<file path="config.mk">
export PLATFORM = sky130hd
export DESIGN_NAME = grid_port_arbiter
export DESIGN_NICKNAME = d
export VERILOG_FILES = /design/src/rtl/grid_port_arbiter.sv
export SDC_FILE = /design/constraint.sdc
export NUM_CORES = 1
export LEC_CHECK = 0
export CORE_MARGIN = 2
export CORE_UTILIZATION = 35
export DETAILED_ROUTE_END_ITERATION = 10
export PLACE_DENSITY = 0.82
export SETUP_SLACK_MARGIN = 0.15
export SKIP_LAST_GASP = 1
export SYNTH_ARGS = -nofsm -noshare
export SYNTH_HDL_FRONTEND = slang
export SYNTH_SLANG_ARGS = --single-unit
</file>
<file path="constraint.sdc">
create_clock -name clk -period 2.7 [get_ports clk]
set_input_delay 0.405 -clock clk [delete_from_list [all_inputs] [get_ports clk]]
set_output_delay 0.405 -clock clk [all_outputs]
set_load 0.005 [all_outputs]
</file>
<file path="src/rtl/grid_port_arbiter.sv">
// Round-robin arbiter sharing one single-port grid BRAM between the scatterer, solver and pusher.
// Registers the winning access onto the BRAM port and steers read data back to the issuing requester.
module grid_port_arbiter #(
  parameter int unsigned N_REQ    = 3,
  parameter int unsigned ADDR_W   = 12,
  parameter int unsigned DATA_W   = 32,
  parameter int unsigned READ_LAT = 2
) (
  input  logic                       clk,
  input  logic                       rst,
  input  logic [N_REQ-1:0]           phase_mask,
  input  logic [N_REQ-1:0]           req,
  input  logic [N_REQ-1:0]           req_we,
  input  logic [N_REQ*ADDR_W-1:0]    req_addr,
  input  logic [N_REQ*DATA_W-1:0]    req_wdata,
  output logic [N_REQ-1:0]           gnt,
  output logic [DATA_W-1:0]          rd_data,
  output logic [N_REQ-1:0]           rd_valid,
  output logic                       idle,
  output logic                       mem_en,
  output logic                       mem_we,
  output logic [ADDR_W-1:0]          mem_addr,
  output logic [DATA_W-1:0]          mem_wdata,
  input  logic [DATA_W-1:0]          mem_rdata
);

  localparam int unsigned PW = (N_REQ > 1) ? $clog2(N_REQ) : 1;

  logic [PW-1:0]     ptr;
  logic [PW-1:0]     ptr_next;
  logic [N_REQ-1:0]  elig;
  logic              accept;
  logic              win_we;
  logic [ADDR_W-1:0] win_addr;
  logic [DATA_W-1:0] win_wdata;
  logic [N_REQ-1:0]  tag [0:READ_LAT];
  logic              busy;

  // Priority rank k maps to requester i where i == (ptr + k) mod N_REQ.
  always_comb begin
    elig      = req & phase_mask & {N_REQ{~rst}};
    gnt       = '0;
    accept    = 1'b0;
    ptr_next  = ptr;
    win_we    = 1'b0;
    win_addr  = '0;
    win_wdata = '0;
    for (int unsigned k = 0; k < N_REQ; k++) begin
      for (int unsigned i = 0; i < N_REQ; i++) begin
        if (!accept && elig[i] && (ptr == PW'((i + N_REQ - k) % N_REQ))) begin
          gnt[i]    = 1'b1;
          accept    = 1'b1;
          ptr_next  = PW'((i + 1) % N_REQ);
          win_we    = req_we[i];
          win_addr  = req_addr[i*ADDR_W +: ADDR_W];
          win_wdata = req_wdata[i*DATA_W +: DATA_W];
        end
      end
    end
  end

  always_ff @(posedge clk or posedge rst) begin
    if (rst) begin
      ptr       <= '0;
      mem_en    <= 1'b0;
      mem_we    <= 1'b0;
      mem_addr  <= '0;
      mem_wdata <= '0;
      rd_data   <= '0;
      for (int unsigned k = 0; k <= READ_LAT; k++) begin
        tag[k] <= '0;
      end
    end else begin
      ptr    <= ptr_next;
      mem_en <= accept;
      mem_we <= accept & win_we;
      if (accept) begin
        mem_addr  <= win_addr;
        mem_wdata <= win_wdata;
      end
      tag[0] <= (accept && !win_we) ? gnt : '0;
      for (int unsigned k = 1; k <= READ_LAT; k++) begin
        tag[k] <= tag[k-1];
      end
      // Capture BRAM output one stage before the tag reaches rd_valid.
      if (|tag[READ_LAT-1]) begin
        rd_data <= mem_rdata;
      end
    end
  end

  assign rd_valid = tag[READ_LAT];

  always_comb begin
    busy = mem_en;
    for (int unsigned k = 0; k <= READ_LAT; k++) begin
      busy = busy | (|tag[k]);
    end
    idle = ~busy;
  end

endmodule

</file>
### Word level (Yosys, flattened, before mapping)

Index checks and enable logic that the tools add are counted.

| word-level totals | value |
|---|---|
| register bits | 89 |
| latch bits | 0 |
| memory bits (writable) | 0 |
| bits in read-only memories | 0 |
| bits of input ports | 175 |
| output and inout bits | 85 |
| word-level logic and storage cells | 105 |
| memories | 0 |

| operators by class | value |
|---|---|
| add/sub/neg operators | 0 |
| multipliers | 0 |
| div/mod/pow operators | 0 |
| $lt $le $gt $ge | 0 |
| equal/unequal tests | 2 |
| shifts and indexed selects | 0 |
| muxes and demuxes | 54 |
| bitwise operators | 8 |
| reduce and logical (&&, ||, !) cells | 32 |

Operator list:

| operator | count |
|---|---|
| two-way mux 32 bit | 9 |
| two-way mux 12 bit | 9 |
| two-way mux 1 bit | 26 |
| logical AND 1 bit | 18 |
| two-way mux 2 bit | 9 |
| zero test 1 bit | 9 |
| nonzero test 9 bit | 1 |
| OR reduction 3 bit | 3 |
| AND 3 bit | 2 |
| two-way mux 3 bit | 1 |
| OR 1 bit | 3 |
| equality test 2 x 1 -> 1 bit (second input constant) | 1 |
| equality test 2 bit (second input constant) | 1 |
| zero test 2 bit | 1 |
| NOT 1 bit | 2 |
| AND 1 bit | 1 |

### Longest topological paths before layout

Gate-level depths: netlist of the first run.

| logic depth | value |
|---|---|
| depth in word-level cells | 39 |
| depth in mapped cells | 7 |
| mapped depth without buffers | 5 |

### Least setup slack after synthesis of the first run

No wires, ideal clock.

| timing path | value |
|---|---|
| path kind | input -> register |
| start point | input rst |
| end point | register tag[6] in the netlist's numbering |
| setup time | 0.067 ns |
| data arrival time | 2.910 ns |
| required time | 2.633 ns |
| slack | -0.277 ns |
| cell stages on the path | 4 |
| buffers on the path | 0 |
| cell sequence | inv_1 -> o211ai_1 -> o21ai_0 -> a22o_1 |

| between the ends | value |
|---|---|
| longest elaborated chain between the ends | 39 |
| elaborated cells between the ends (all ways) | 50 |
| classes of those cells | mux: 21; bitwise: 2; reduce/logical: 27 |

Ends and longest elaborated chain:

| item | RTL line | text |
|---|---|---|
| start: declaration | 10 | `input logic rst,` |
| NOT 1 bit (*) | 41 | `elig = req & phase_mask & {N_REQ{~rst}};` |
| AND 3 bit (*) | 41 |  |
| logical AND 1 bit | 50 | `if (!accept && elig[i] && (ptr == PW'((i + N_REQ - k) % N_REQ))) begin` |
| two-way mux 1 bit | 50 |  |
| zero test 1 bit | 50 |  |
| logical AND 1 bit (2 in series) | 50 |  |
| two-way mux 1 bit | 50 |  |
| zero test 1 bit | 50 |  |
| [... 20 more ...] | - |  |
| logical AND 1 bit (2 in series) | 50 |  |
| two-way mux 1 bit | 50 |  |
| zero test 1 bit | 50 |  |
| logical AND 1 bit (2 in series) | 50 |  |
| two-way mux 1 bit | 50 |  |
| zero test 1 bit | 81 | `tag[0] <= (accept && !win_we) ? gnt : '0;` |
| logical AND 1 bit | 81 |  |
| two-way mux 3 bit (*) | 81 |  |
| end signal: indexed assignment | 83 | `tag[k] <= tag[k-1];` |
| end: declaration | 36 | `logic [N_REQ-1:0] tag [0:READ_LAT];` |

Every way passes the cells marked *; elsewhere a longest branch is shown, timed or not.
A chain may end at the register's enable or synchronous reset.

### Final worst setup path of the first run

| timing path | value |
|---|---|
| start point | input rst |
| end point | register mem_wdata[17] |

| between the ends | value |
|---|---|
| longest elaborated chain between the ends | 36 |
| elaborated cells between the ends (all ways) | 45 |
| classes of those cells | mux: 18; bitwise: 2; reduce/logical: 25 |

Ends and longest elaborated chain:

| item | RTL line | text |
|---|---|---|
| NOT 1 bit (*) | 41 |  |
| AND 3 bit (*) | 41 |  |
| logical AND 1 bit | 50 |  |
| two-way mux 1 bit | 50 |  |
| zero test 1 bit | 50 |  |
| logical AND 1 bit (2 in series) | 50 |  |
| two-way mux 1 bit | 50 |  |
| zero test 1 bit | 50 |  |
| [... 16 more ...] | - |  |
| logical AND 1 bit (2 in series) | 50 |  |
| two-way mux 1 bit | 50 |  |
| zero test 1 bit | 50 |  |
| logical AND 1 bit (2 in series) | 50 |  |
| two-way mux 1 bit | 50 |  |
| zero test 1 bit | 50 |  |
| logical AND 1 bit (2 in series) | 50 |  |
| two-way mux 32 bit or two-way mux 1 bit (tied branches) | 50 |  |
| end signal: assignment | 79 | `mem_wdata <= win_wdata;` |
| end: declaration | 23 | `output logic [DATA_W-1:0] mem_wdata,` |

Marked as above.

==> impl_metrics.py, run 1 <==
metrics = {
    "clock_tree": {
        "path_clk_slew_ns": 0.07,
        "cts_tree": "yes",
        "h-tree-depth": 3,
        "clkLatencyLatePin_ns": 0.34,
        "post_cts_buffers": 0,
        "cts_sinks": 89,
        "cts_buffer_depth": 2,
        "hold_buffers": 0,
        "cts_root_buf": "clkbuf_16",
        "cts_made_buffers": 9,
    },
    "timing": {
        "clock_skew_ns": 0.005771,
        "finalHoldViolations": 0,
        "min_period_ns": 2.510,
        "finalSetupTns_ns": 0,
        "period_share_pct": 92.96,
        "slew_headroom_pct": 25.77,
        "rsz0062_at_grt": "true",
        "max_clock_freq_ghz": 0.3984,
        "worst_pin_slew_ns": 1.110,
        "worst_slack_ns": 0.1902,
        "holdWs_ns": 0.3844,
        "final_max_slew_viol_count": 0,
        "setup_violations": 0,
    },
    "synth": {
        "synth_edf_count": 0,
        "postSynthNetCount": 556,
        "syn_area_per_cell_um2": 11.94,
        "syn_area_um2": 4549,
        "synth_seq_cells": 89,
        "synth_flop_cell": "dfrtp_1",
        "synthArstFlopShare_pct": 100.0,
        "seq_area_frac_synth_pct": 48.95,
        "yosys_warnings": 0,
        "synthCells": 381,
        "synth_cell_types": 46,
    },
    "grt": {
        "grt_pass1_vias": 4940,
        "overflow": 0,
        "antenna_found_initial": 0,
        "grt_start_max_net_pins": 90,
        "grt_pass1_wl_mm": 25.90,
        "track_usage_pct": 23.10,
    },
    "drt": {
        "vias": 4689,
        "routed_via_density": 5.789,
        "firstDrtPassIters": 11,
        "detail-route-antenna-nets": 0,
        "drc": 1,
        "routed_wl_mm": 16.48,
        "drt_iter0_markers": 677,
        "wl_per_cell_um": 20.34,
    },
    "pwr": {
        "p_leak_uw": 0.003126,
        "ir_drop_v": 0.0004085,
        "p_per_area_nw_per_um2": 840.3,
        "power.total_uw": 6381,
    },
    "outcome": {
        "failed_checks": "DRC",
        "status": "finished, violations left",
    },
    "final_layout": {
        "final_layout_size_suffix_gt1_share_pct": 15.99,
        "final_area_um2": 7594,
        "final_nets": 809,
        "insertedDiodeCount": 0,
        "area_growth_pct": 66.91,
    },
    "floorplanning": {
        "core_um2": 12670,
        "core.rowCount": 41,
        "die-width_um": 118.0,
        "num_io_pins": 260,
        "fp.dieArea_um2": 13930,
        "initial_core_util_pct": 35.90,
        "die_h_um": 118.0,
    },
    "worst_setup_path": {
        "cp-start-kind": "primary input",
        "critPathArrivalTime_ns": 2.76,
        "cp_slowest_cell": "nor3_4",
        "critical_path_buf_inv_count": 2,
        "path_delay_family": "simple AND/OR/NAND/NOR gates",
        "crit_chain": "clkdlybuf4s50_1, buf_4, and4bb_1, nor3_4, a222oi_1, o211ai_2",
        "cpPeakStageDelay_ns": 0.84,
        "critPathRequiredTime_ns": 2.95,
        "rrSetupSlack_ns": 0.33,
        "worstPathMaxFanout": 26,
        "critPathKind": "in -> reg",
        "cp-end-kind": "register",
    },
    "flow_run": {
        "maxCapViolCount": 0,
    },
    "placement": {
        "dpl.hpwl_mm": 11.81,
        "post-place-ws_ns": -0.04157,
        "gp_routability_congestion": 0.8596,
        "placed_cell_area_um2": 7305,
        "numPortBuffers": 259,
    },
    "min_path": {
        "hold_class": "reg -> reg",
    },
}
==> state kept, by name, indices dropped and copies added, names as in the netlist <==
signal and count:
mem_wdata 32, ptr 2, mem_we 1, rd_valid 3, mem_addr 12, tag 6, mem_en 1, rd_data 32
==> cells in the final DEF (no fill, tap or decap), types with 3 or more instances in the layout <==
master / netlist / layout
o211ai_1: 7 / 7
a222oi_1: 70 / 70
nand3b_4: 3 / 3
buf_4: 8 / 16
clkdlybuf4s50_1: 0 / 257
dfrtp_1: 89 / 89
o21ai_0: 3 / 3
nor3_1: 5 / 3
nor2_2: 2 / 3
o211ai_2: 20 / 20
nor2_1: 5 / 4
mux2_2: 32 / 32
nand2_1: 68 / 68
inv_1: 4 / 3
clkbuf_16: 0 / 9
==> synthesized netlist by cell type (2+ instances only) <==
master    number  area share, %
a21oi_1        2           0.22
a222oi_1      70             15
and3_1         2           0.27
and3b_1        2           0.39
buf_2         12            1.3
buf_4          8            1.3
buf_6          7            1.7
clkbuf_1       8           0.66
dfrtp_1       89             49
inv_1          4           0.33
mux2_2        32            7.9
nand2_1       68            5.6
nand2b_1       2           0.27
nand3b_4       3            1.3
nand4_1        2           0.27
nor2_1         5           0.41
nor2_2         2           0.27
nor3_1         5           0.55
nor3_4         2           0.72
nor3b_1        2           0.33
nor4_1         2           0.27
o211ai_1       7            1.2
o211ai_2      20            5.5
o21ai_0        3           0.33
==> worst register-to-register path, cell delays in order, from the launching register on <==
cell and delay [ns]:
dfrtp_1 0.61, and4bb_1 0.28, nor3_4 0.84, a222oi_1 0.33, o211ai_2 0.23
==> cell families (layout without fill, tap and decap cells) <==
group / Yosys count / after routing / share of synthesized area, %
flops: 89 / 89 / 48.95
buf+inv: 39 / 296 / 5.363
compound gates: 112 / 112 / 24.84
simple gates: 108 / 108 / 12.71
mux: 33 / 33 / 8.141
==> worst paths after layout <==
kind,cells after the start,endpoint,startpoint
max,6,mem_wdata[17],rst
min,0,tag[3],tag[6]
max reg2reg,4,mem_wdata[17],ptr[0]
min reg2reg,0,tag[3],tag[6]
max in group asynchronous,4,mem_wdata[30],rst
min in group asynchronous,4,mem_wdata[23],rst
==> layout make-up <==
| type | instances | area, um^2 |
|---|---|---|
| flip-flops and latches | 89 | 2227 |
| multi-input cells | 253 | 2108 |
| inverters | 4 | 18.77 |
| clock buffers | 10 | 229.0 |
| well taps | 172 | 215.2 |
| fillers | 1047 | 5077 |
| repair buffers | 277 | 2754 |
| clock inverters | 5 | 41.29 |
==> power breakdown <==
part | switching [uW] | total (uW) | internal (uW)
registers | 365 | 2290 | 1930
logic | 1080 | 2910 | 1830
clock network | 551 | 1180 | 630
==> through the flow <==
stage | utilization, % | std cells
after floorplan | - | 381
after global placement | 57.65 | 795
after detailed placement | 57.65 | 795
after CTS | 59.90 | 810
after global routing | 59.93 | 810
final | 59.93 | 810
==> layer usage <==
layer  share of wire (%)  wire (um)  vias to the layer above  track usage (%)
met5                   0          0                        -                0
met4                 2.6        433                        0            10.32
met3                 6.8       1116                       43            5.039
met2                  51       8420                      283            40.01
met1                  39       6506                     2297            27.43
li1                    -          -                     2066                -
==> timing repair <==
action,in CTS,in global routing
cloned,0,0
resized for setup,2,2
setup endpoints to repair,2,10
Power figures use the tool's default switching activity.
==> inputs of run 2 (changes only) <==
--- a/config.mk
+++ b/config.mk
@@ -8,7 +8,7 @@
 export CORE_MARGIN = 2
 export CORE_UTILIZATION = 35
 export DETAILED_ROUTE_END_ITERATION = 10
-export PLACE_DENSITY = 0.82
+export PLACE_DENSITY = 0.78
 export SETUP_SLACK_MARGIN = 0.15
 export SKIP_LAST_GASP = 1
 export SYNTH_ARGS = -nofsm -noshare
==> run 2 against run 1 <==
- the flow now finishes without violations
- wire length fell by 4.5%
- final cell count rose by 0.25%
- register-to-register slack improved by 0.15 ns
- critical path depth fell by 1
- cell area rose by 0.49%
- sequential power barely moved
- combinational power barely moved
- total power rose by 1.4%
- utilization rose by 0.30 points
- highest routed layer unchanged
==> impl_metrics.py, run 2 (synthesized netlist as in run 1, its figures left out) <==
metrics = {
    "worst_setup_path": {
        "r2r_end": "mem_wdata[11]",
        "cp_common_cell": "clkdlybuf4s50_1",
        "cpPeakStageDelay_ns": 0.53,
        "crit_chain": "clkdlybuf4s50_1, and3b_2, o21ai_0, and3_1, clkdlybuf4s50_1",
        "critPathArrivalTime_ns": 2.02,
        "cp-start-kind": "primary input",
        "rrSetupSlack_ns": 0.48,
        "critPathKind": "in -> out",
        "cp-end-kind": "primary output",
        "worstPathMaxFanout": 4,
        "path_delay_family": "buffers and inverters",
        "r2r_cells": 4,
        "critPathRequiredTime_ns": 2.30,
        "critical_path_buf_inv_count": 2,
        "cp_slowest_cell": "clkdlybuf4s50_1",
        "timing.rr.start": "ptr[0]",
    },
    "timing": {
        "max_clock_freq_ghz": 0.4118,
        "holdWs_ns": 0.3881,
        "period_share_pct": 89.93,
        "setup_violations": 0,
        "worst_slack_ns": 0.2719,
        "clock_skew_ns": 0.008041,
        "slew_headroom_pct": 29.67,
        "final_max_slew_viol_count": 0,
        "finalSetupTns_ns": 0,
        "rsz0062_at_grt": "true",
        "worst_pin_slew_ns": 1.052,
        "min_period_ns": 2.428,
        "finalHoldViolations": 0,
    },
    "placement": {
        "dpl.hpwl_mm": 11.49,
        "placed_cell_area_um2": 7312,
        "numPortBuffers": 259,
        "gp_routability_congestion": 0.8772,
        "post-place-ws_ns": -0.01798,
    },
    "final_layout": {
        "insertedDiodeCount": 0,
        "largestRegisters": "mem_wdata x32, rd_data x32, mem_addr x12",
        "final_common_cell": "clkdlybuf4s50_1",
        "area_growth_pct": 67.74,
        "fillCellCount": 1050,
        "final_area_um2": 7631,
        "mostFrequentLayoutCells": "256 x clkdlybuf4s50_1, 89 x dfrtp_1, 70 x a222oi_1, 68 x nand2_1, 32 x mux2_2",
        "final_nets": 810,
        "final_layout_size_suffix_gt1_share_pct": 16.41,
    },
    "clock_tree": {
        "clkLatencyLatePin_ns": 0.35,
        "cts_made_buffers": 9,
        "hold_buffers": 0,
        "cts_sinks": 89,
        "post_cts_buffers": 0,
        "cts_tree": "yes",
        "cts_root_buf": "clkbuf_16",
        "h-tree-depth": 3,
        "cts_buffer_depth": 2,
        "path_clk_slew_ns": 0.07,
    },
    "floorplanning": {
        "initial_core_util_pct": 35.90,
        "core.rowCount": 41,
        "die-width_um": 118.0,
        "core_um2": 12670,
        "die_h_um": 118.0,
        "num_io_pins": 260,
        "fp.dieArea_um2": 13930,
    },
    "pwr": {
        "p_per_area_nw_per_um2": 848.2,
        "p_leak_uw": 0.003147,
        "power.total_uw": 6473,
        "seq_power_share_pct": 35.1,
        "ir_drop_v": 0.0003671,
        "clkPwrFrac_pct": 20.2,
        "p_int_uw": 4483,
        "sw_frac_of_total_pct": 30.74,
        "combPwrFrac_pct": 44.7,
        "switchingPower_uw": 1990,
    },
    "drt": {
        "highest_layer": "met4",
        "wl_met3_um": 901,
        "drt_iter0_markers": 716,
        "drc": 0,
        "routed_wl_mm": 15.73,
        "firstDrtPassIters": 9,
        "vias": 4605,
        "wl_per_cell_um": 19.37,
        "routed_via_density": 5.671,
        "wl_met2_mm": 8.158,
        "detail-route-antenna-nets": 0,
        "met1_length_mm": 6.284,
    },
    "grt": {
        "track_usage_pct": 22.39,
        "antenna_found_initial": 0,
        "grt_start_max_net_pins": 90,
        "grt_pass1_wl_mm": 24.97,
        "overflow": 0,
        "grt_pass1_vias": 4802,
    },
    "min_path": {
        "min_from": "tag[4]",
        "min_to": "rd_valid[1]",
        "hold_class": "reg -> reg",
        "hold_depth": 0,
    },
    "outcome": {
        "status": "completed",
    },
    "flow_run": {
        "maxCapViolCount": 0,
    },
}
## run 2: metrics by stage
| step | instances | utilization (%) |
|---|---|---|
| after floorplan | 381 | - |
| after global placement | 796 | 57.71 |
| after detailed placement | 796 | 57.71 |
| after CTS | 812 | 60.15 |
| after global routing | 812 | 60.23 |
| final | 812 | 60.23 |
## run 2: power groups by stage
stage,logic [uW],clock network [uW],registers (uW)
3_3_place_gp,2850,0,2260
5_1_grt,3100,1400,2350
4_1_cts,2930,1350,2270
3_5_place_dp,2920,0,2290
2_1_floorplan,1170,0,2280
6_report,2890,1310,2270
## run 2: worst max path at each step
stage / start / to / slack (ns) / cells after the start
3_5_place_dp: rst / mem_wdata[11] / -0.02 / 6
3_3_place_gp: rst / mem_wdata[7] / 0.02 / 6
2_1_floorplan: rst / tag[6] / 0.24 / 4
5_1_grt: req[2] / gnt[1] / 0.13 / 5
4_1_cts: rst / gnt[1] / 0.17 / 5
6_report: req[2] / gnt[1] / 0.27 / 5
## run 2: worst register-to-register path, cell delays in order, from the launching register on
cell      delay [ns]
dfrtp_1         0.59
and4bb_1        0.28
nor3_4          0.80
a222oi_1        0.27
o211ai_2        0.21
## run 2: timing repair
| action | 4_1_cts | 5_1_grt |
|---|---|---|
| gates resized for setup | 2 | 3 |
| endpoints found under the hold margin | 0 | 0 |
| setup endpoints to repair | 2 | 2 |
## run 2: layer usage
layer	track usage (%)	vias up
met4	9.187	0
met2	38.92	230
met5	0	-
met3	3.731	31
li1	-	2071
met1	27.50	2273
## run 2: final cells by class
class                      instances  area, um^2  share of cell area [%]
clock buffer                       9       225.2                   2.951
clock inverter                     7       86.33                   1.131
inverter                           4       18.77                  0.2459
multi-input combinational        253        2098                   27.50
sequential                        89        2227                   29.19
tap                              172       215.2                   2.820
timing repair buffer             278        2760                   36.17
